--- config.mk ---
export PLATFORM = sky130hd
export DESIGN_NAME = uart_rx_frame_check
export DESIGN_NICKNAME = d
export VERILOG_FILES = /design/src/rtl/uart_rx_frame_check.sv
export SDC_FILE = /design/constraint.sdc
export NUM_CORES = 1
export LEC_CHECK = 0
export CAP_MARGIN = 20
export CORE_ASPECT_RATIO = 0.5
export CORE_MARGIN = 10
export CORE_UTILIZATION = 45
export DETAILED_ROUTE_END_ITERATION = 8
export MAX_ROUTING_LAYER = met4
export PLACE_DENSITY = 0.69
export SLEW_MARGIN = 15
export SYNTH_ARGS = -nofsm -noshare
export SYNTH_HDL_FRONTEND = slang
export SYNTH_SLANG_ARGS = --single-unit
--- constraint.sdc ---
create_clock -name CLK -period 3.4 [get_ports CLK]
set_input_delay 0.51 -clock CLK [delete_from_list [all_inputs] [get_ports CLK]]
set_output_delay 0.51 -clock CLK [all_outputs]
set_load 0.01 [all_outputs]
--- src/rtl/uart_rx_frame_check.sv ---
// UART receive framing engine: oversampled 2-of-3 majority bit recovery,
// LSB-first word assembly, start-glitch / parity / stop checking in one FSM.
module uart_rx_frame_check #(
  parameter int unsigned DATA_WIDTH = 8,
  parameter int unsigned PRESCALE_W = 6
) (
  input  logic                  CLK,
  input  logic                  RST,
  input  logic                  RX_IN,
  input  logic [PRESCALE_W-1:0] prescale,
  input  logic                  PAR_EN,
  input  logic                  PAR_TYP,
  output logic [DATA_WIDTH-1:0] P_DATA,
  output logic                  data_valid,
  output logic                  par_err,
  output logic                  stp_err,
  output logic                  str_glitch
);

  typedef enum logic [2:0] {IDLE, START, DATA, PARITY, STOP} state_t;

  localparam logic [PRESCALE_W-1:0] ONE = PRESCALE_W'(1);

  state_t                  state, state_next;
  logic [PRESCALE_W-1:0]   presc_q;
  logic                    par_en_q, par_typ_q;
  logic [PRESCALE_W-1:0]   edge_cnt;
  logic [3:0]              bit_cnt;
  logic [DATA_WIDTH-1:0]   word;
  logic                    s0, s1, sampled_bit;

  logic [PRESCALE_W-1:0]   half;
  logic                    at_s0, at_s1, at_s2, end_bit;
  logic                    vote, bit_val, exp_par;
  logic                    dv_next, pe_next, se_next, sg_next;

  always_comb begin
    half    = presc_q >> 1;
    at_s0   = (edge_cnt == half - ONE);
    at_s1   = (edge_cnt == half);
    at_s2   = (edge_cnt == half + ONE);
    end_bit = (edge_cnt == presc_q - ONE);
    vote    = (s0 & s1) | (s0 & RX_IN) | (s1 & RX_IN);
    // At P=4 the third sample lands on end-of-bit, so the vote is used before it is registered
    bit_val = at_s2 ? vote : sampled_bit;
    exp_par = par_typ_q ? ~^word : ^word;
  end

  always_comb begin
    state_next = state;
    dv_next    = 1'b0;
    pe_next    = 1'b0;
    se_next    = 1'b0;
    sg_next    = 1'b0;
    unique case (state)
      IDLE: begin
        if (!RX_IN) state_next = START;
      end
      START: begin
        if (end_bit) begin
          if (bit_val) begin
            sg_next    = 1'b1;
            state_next = IDLE;
          end else begin
            state_next = DATA;
          end
        end
      end
      DATA: begin
        if (end_bit && (bit_cnt == 4'(DATA_WIDTH - 1)))
          state_next = par_en_q ? PARITY : STOP;
      end
      PARITY: begin
        if (end_bit) begin
          if (bit_val != exp_par) begin
            pe_next    = 1'b1;
            state_next = IDLE;
          end else begin
            state_next = STOP;
          end
        end
      end
      STOP: begin
        if (end_bit) begin
          if (bit_val) dv_next = 1'b1;
          else         se_next = 1'b1;
          state_next = IDLE;
        end
      end
      default: state_next = IDLE;
    endcase
  end

  always_ff @(posedge CLK or negedge RST) begin
    if (!RST) begin
      state       <= IDLE;
      presc_q     <= '0;
      par_en_q    <= 1'b0;
      par_typ_q   <= 1'b0;
      edge_cnt    <= '0;
      bit_cnt     <= '0;
      word        <= '0;
      s0          <= 1'b0;
      s1          <= 1'b0;
      sampled_bit <= 1'b0;
      P_DATA      <= '0;
      data_valid  <= 1'b0;
      par_err     <= 1'b0;
      stp_err     <= 1'b0;
      str_glitch  <= 1'b0;
    end else begin
      state      <= state_next;
      data_valid <= dv_next;
      par_err    <= pe_next;
      stp_err    <= se_next;
      str_glitch <= sg_next;
      if (dv_next) P_DATA <= word;

      if (state == IDLE) begin
        bit_cnt <= '0;
        // The detecting cycle is edge 0, so the first START cycle is edge 1
        if (!RX_IN) begin
          edge_cnt  <= ONE;
          presc_q   <= prescale;
          par_en_q  <= PAR_EN;
          par_typ_q <= PAR_TYP;
        end else begin
          edge_cnt  <= '0;
        end
      end else begin
        edge_cnt <= end_bit ? '0 : edge_cnt + ONE;
        if (at_s0) s0 <= RX_IN;
        if (at_s1) s1 <= RX_IN;
        if (at_s2) sampled_bit <= vote;
        if (end_bit && (state == DATA)) begin
          word    <= {bit_val, word[DATA_WIDTH-1:1]};
          bit_cnt <= bit_cnt + 4'd1;
        end
      end
    end
  end

endmodule

==> results.md, run 1 <==
* Syn nets at ~250
* Post-synth EDFFs at 0
* Starting Density at ~46%
* # Post-CTS Setup Buffers at 0
* Syn avg cell area at roughly 11 um^2
* Run status: complete, no violations
* Worst flop-to-flop path startpoint: presc_q[1]
* Slew HR at a little over half
* Clock Skews at between 0.003 and 0.004 ns
* Yosys cell types at between 50 and 60
* Total power at 0.00253 W
* Die area at 9210 um^2
* Ratio of cells with drive above 1 in the final layout at between 20 and 25%
* Port Buffers at 22
* Max-slew violations at 0
* H-tree Lvls at 2
* Reg2reg path depth at 8
* Comb pwr share at 43.8%
* Via/cell ratio at 5.34
* Reg2Reg Capture Point: P_DATA[2]
* Antenna-violating nets left at 0
* Setup violators final at 0
* Critical path launch point type: flip-flop
* CP required at between 3 and 4 ns
* PD cells at 848 nW/um^2
* Hold WC Path Type: in -> async
* Post-Syn Instances at 235
* Post-DR wirelength/cell at between 15 and 20 um
* P_leak at 1.27 nW
* Final period utilization at 89.5%
* Initial antenna violation count at 0
* Drt first pass iters at 4
* Fmax at about 330 MHz
* Largest cells by area after synthesis: dfrtp_1 (43%), mux2_2 (10%), xnor2_1 (6.2%)
* Setup TNS at 0 ns
* Primary FF master, synth: dfrtp_1
* Tmin final at about 3.0 ns
* YS warnings at 0
* DR iter-0 viols at 118
* Vias post-DR at roughly 1800
* CP max FO at 9
* Vias in the first global route at 1773
* Row count at 19
* Sink Count at 44
* CTS buffer count at 5
* Hpwl dp at roughly 4000 um
* Die X at 126 um
* Arrival time at the worst endpoint at about 3.2 ns
* P&R area growth vs syn at 17.6%
* Ant. Diodes at 0
* Clock Power Share at 22.1%
* Gpl congestion at between 0.9 and 1
* Gr usage total at 12.5%
* Grt total ovfl at 0
* Synth Cell Area at 2530 um^2
* PostCTS Resize Cnt at 0
* Max Root-Sink Buffers at 2
* Switching Fraction at 41.0%
* Max cap viols at 0
* Core area at approximately 5500 um^2
* Pin count of the biggest net entering global routing at 45
* First-pass GRT wire length at a little over 9000 um
* Setup crit end kind: flip-flop
* Routed wire length at between 5000 and 6000 um
* IO Pins at 23
* CTS clk-pin slew, worst paths at 0.06 ns
* Root Driver: clkbuf_16
* DRC at 0
* Pint at 0.00149 W
* Async SR Flop Fraction at 100%
* Final Net Count at approximately 270
* Max VDD drop at roughly 0.3 mV
* DIE HEIGHT at around 73 um
* Hold Buf Count CTS at 0
* Fillcell total at 481
* Share of the synthesized area in the top cell type at between 40 and 50%
* Commonest non-fill, non-tap cell in the layout: dfrtp_1
* Largest area contributor in the netlist: dfrtp_1
* Measured slew at the worst slew-check pin at around 0.7 ns
* Clock Latency Late Sink at around 0.28 ns
* Seq/Total Area, Yosys at a little over two fifths
* RSZ-0062 raised after global routing: no
* Final Hold Fails at 0
* #FFs+latches synth at 44
* Commonest cells after routing, fill and taps aside: dfrtp_1 (44), mux2_2 (23), clkdlybuf4s50_1 (21)
* Flop2flop setup slack at between 0.3 and 0.4 ns
* CTS tree: built
* Sw power at 0.00103 W
* Register share of total power at around a third
* Critical setup path kind: reg -> reg
[worst max-delay path: stages, from the launching register on]
cell,delay (ns)
dfrtp_1,0.45
inv_1,0.16
ha_1,0.24
nor3b_2,0.24
nand3_1,0.15
a211oi_2,0.40
nand2_2,0.21
a2111oi_4,0.67
mux2_2,0.42
[metal layers]
layer	GRT usage [%]	part of all wire [%]
met5	-	0
met4	3.14	0.64
met3	2.18	3.3
met1	15.8	47
met2	20.5	49
[cell usage after synthesis (3+ instances only)]
library cell	instances
dfrtp_1	44
mux2_2	23
xnor2_1	18
nand2_1	17
nor2_1	16
xor2_1	11
nor3_1	9
a21oi_1	8
nand3_1	7
ha_1	6
buf_2	5
inv_1	5
o21ai_0	5
nand2b_1	4
nand4_1	4
and3_1	3
nand3b_1	3
nor3b_1	3
[metrics by stage]
stage | hold slack (ns) | setup WS (ns) | instances | utilization, % | area [um^2]
floorplan | 0.214 | 0.776 | 235 | - | 2530
global placement | 0.493 | 0.512 | 321 | 51.0 | 2790
detailed placement | 0.496 | 0.365 | 321 | 51.0 | 2790
CTS | 0.426 | 0.359 | 329 | 54.1 | 2960
global route | 0.105 | 0.114 | 330 | 54.5 | 2980
finish | 0.0914 | 0.358 | 330 | 54.5 | 2980
[sequential cells by signal, summed over array words and instances, names as in the netlist, 3 cells and up]
signal and cells:
edge_cnt 6, state 3, word 8, P_DATA 8, presc_q 6, bit_cnt 4
[power groups by stage]
stage                     Clock, W  Combinational (W)  Sequential [W]
final                     0.000559            0.00111        0.000861
after global routing      0.000589            0.00124        0.000889
after CTS                 0.000568            0.00110        0.000861
after detailed placement         0            0.00109        0.000870
after global placement           0            0.00108        0.000865
after floorplan                  0            0.00102        0.000726
[cells by family after synthesis]
| logic type | Yosys count | synth area share [%] |
|---|---|---|
| AND/OR/NAND/NOR | 82 | 18.2 |
| AO/OA/AOI/OAI | 30 | 8.64 |
| flip-flops | 44 | 43.5 |
| adder cells (fa/ha/maj) | 7 | 3.36 |
| buffers and inverters | 17 | 3.70 |
| multiplexers | 23 | 10.2 |
| XOR/XNOR | 32 | 12.4 |
[layout make-up]
type                    instances  area [um^2]  area share (%)
clock inverters                 3         46.3            1.55
repair buffers                 26          258            8.65
flip-flops and latches         44         1100            37.0
inverters                       5         18.8           0.630
multi-input cells             174         1340            44.9
well taps                      73         91.3            3.07
clock buffers                   5          125            4.20
[worst max path at each step]
| stage | slack (ns) | start | cells past startpoint | to |
|---|---|---|---|---|
| after floorplan | 0.78 | presc_q[2] | 9 | P_DATA[0] |
| after detailed placement | 0.37 | presc_q[1] | 8 | P_DATA[2] |
| after global routing | 0.11 | presc_q[1] | 8 | P_DATA[2] |
| after CTS | 0.36 | presc_q[1] | 8 | P_DATA[2] |
| after global placement | 0.51 | presc_q[1] | 8 | P_DATA[1] |
| final | 0.36 | presc_q[1] | 8 | P_DATA[2] |
(Power assumes the default switching activity.)
==> inputs of run 2 (changes only) <==
- CAP_MARGIN: 20 -> default
==> run 2 against run 1 <==
Against the previous run:
- largest cell class unchanged
- combinational power is essentially flat
- global-route usage is the same
- largest power group unchanged
- clock power is essentially flat
- core utilization shrank 0.37 points
- register-to-register slack gained 0.02 ns
==> results.md, run 2 (synthesis gave the netlist of run 1 again) <==
* Vias in the first global route at 1773
* Pre-CTS setup slack at 0.365 ns
* Routed wire length at 5460 um
* CP required at 3.57 ns
* Biggest regs: P_DATA x8, word x8
* Ant. Diodes at 0
* H-tree Lvls at 2
* Final Core Density at 54.1%
* Critical setup path kind: reg -> reg
* CTS buffer count at 5
* Max cap viols at 0
* CP max FO at 9
* Hpwl dp at between 3000 and 4000 um
* DRC at 0
* # Post-CTS Setup Buffers at 0
* CTS clk-pin slew, worst paths at approximately 0.060 ns
* Max VDD drop at ~0.30 mV
* Pin count of the biggest net entering global routing at 45
* PD cells at between 800 and 900 nW/um^2
* Starting Density at 46.3%
* Hold WC Path Type: in -> async
* Port Buffers at 22
* Arrival time at the worst endpoint at between 3 and 4 ns
* Final period utilization at 88.8%
* P&R area growth vs syn at 16.8%
* Via/cell ratio at 5.35
* Design area at just under 3000 um^2
* CTS tree: built
* Row count at 19
* Clock Skews at about 0.0026 ns
* Post-DR wirelength/cell at 16.6 um
* Root Driver: clkbuf_16
* Hold_ws at between 0.3 and 0.4 ns
* Vias post-DR at about 1800
* Setup crit end kind: flip-flop
* Placed inst area at between 2000 and 3000 um^2
* PostCTS Resize Cnt at 0
* Ratio of cells with drive above 1 in the final layout at between 10% and 20%
* Setup TNS at 0 ns
* DR iter-0 viols at about 140
* Measured slew at the worst slew-check pin at about 1 ns
* Antenna-violating nets left at 0
* Die X at 126 um
* IO Pins at 23
* Clock Latency Late Sink at ~0.28 ns
* Hold Buf Count CTS at 0
* DIE HEIGHT at between 70 and 80 um
* Drt first pass iters at 4
* Core area at between 5000 and 6000 um^2
* Worst Slack Setup Final at ~0.38 ns
* Fmax at approximately 330 MHz
* Max Root-Sink Buffers at 2
* Max-slew violations at 0
* Final Hold Fails at 0
* Setup violators final at 0
* Slew HR at between 30% and 40%
* First-pass GRT wire length at a little over 9000 um
* Sink Count at between 40 and 50
* Fillcell total at 483
* Critical path launch point type: flip-flop
* Initial antenna violation count at 0
* Die area at around 9200 um^2
* Grt total ovfl at 0
* P_leak at between 1 and 1.5 nW
* Commonest non-fill, non-tap cell in the layout: dfrtp_1
* Final Net Count at ~270
* Tmin final at roughly 3 ns
* Gpl congestion at approximately 0.95
* RSZ-0062 raised after global routing: no
* Run status: complete, no violations
* Gr usage total at around an eighth
* Commonest cells after routing, fill and taps aside: dfrtp_1 (44), mux2_2 (23), clkdlybuf4s50_1 (21)
==> run 2: cell count changes in the layout (fill, tap and decap cells not counted) <==
cell	previous run	this run
buf_12	1	0
==> run 2: power by group <==
part | internal (W) | switching [W] | leakage (nW)
Clock | 0.000349 | 0.000208 | 0.0804
Sequential | 0.000632 | 0.000230 | 0.575
Combinational | 0.000506 | 0.000599 | 0.607
Total | 0.00149 | 0.00104 | 1.26
==> run 2: final timing paths <==
| check | start | endpoint | slack (ns) | cells after the start |
|---|---|---|---|---|
| worst max-delay path | presc_q[1] | P_DATA[2] | 0.38 | 8 |
| max in group asynchronous | RST | word[7] | 2.39 | 1 |
| min in group CLK | P_DATA[5] | P_DATA[5] | 0.51 | 1 |
| worst max register to register | presc_q[1] | P_DATA[2] | 0.38 | 8 |
| worst min-delay path | RST | presc_q[1] | 0.39 | 1 |
| worst min register to register | P_DATA[5] | P_DATA[5] | 0.51 | 1 |
==> run 2: layout make-up <==
cell class,count,area [um^2],area share (%)
multi-input combinational,174,1340,45.2
sequential,44,1100,37.2
clock inverter,3,46.3,1.56
clock buffer,5,125,4.23
tap,73,91.3,3.09
inverter,5,18.8,0.634
timing repair buffer,25,238,8.03
==> run 2: critical path, stage by stage (launching register included) <==
cell       delay (ns)
dfrtp_1          0.45
inv_1            0.16
ha_1             0.24
nor3b_2          0.24
nand3_1          0.15
a211oi_2         0.40
nand2_2          0.21
a2111oi_4        0.65
mux2_2           0.41
==> run 2: per-layer routing <==
| metal | GRT usage [%] | part of all wire [%] | vias to the layer above | wire (um) |
|---|---|---|---|---|
| met4 | 3.14 | 0.66 | 0 | 36 |
| met1 | 15.8 | 48 | 873 | 2640 |
| met5 | - | 0 | - | 0 |
| met2 | 20.5 | 49 | 20 | 2670 |
| li1 | - | - | 862 | - |
| met3 | 2.18 | 2.1 | 4 | 115 |
==> run 2: per-stage QoR <==
step | power [W] | cells
global placement | 0.00194 | 321
finish | 0.00252 | 329
floorplan | 0.00175 | 235
global route | 0.00271 | 329
CTS | 0.00253 | 329
detailed placement | 0.00196 | 321
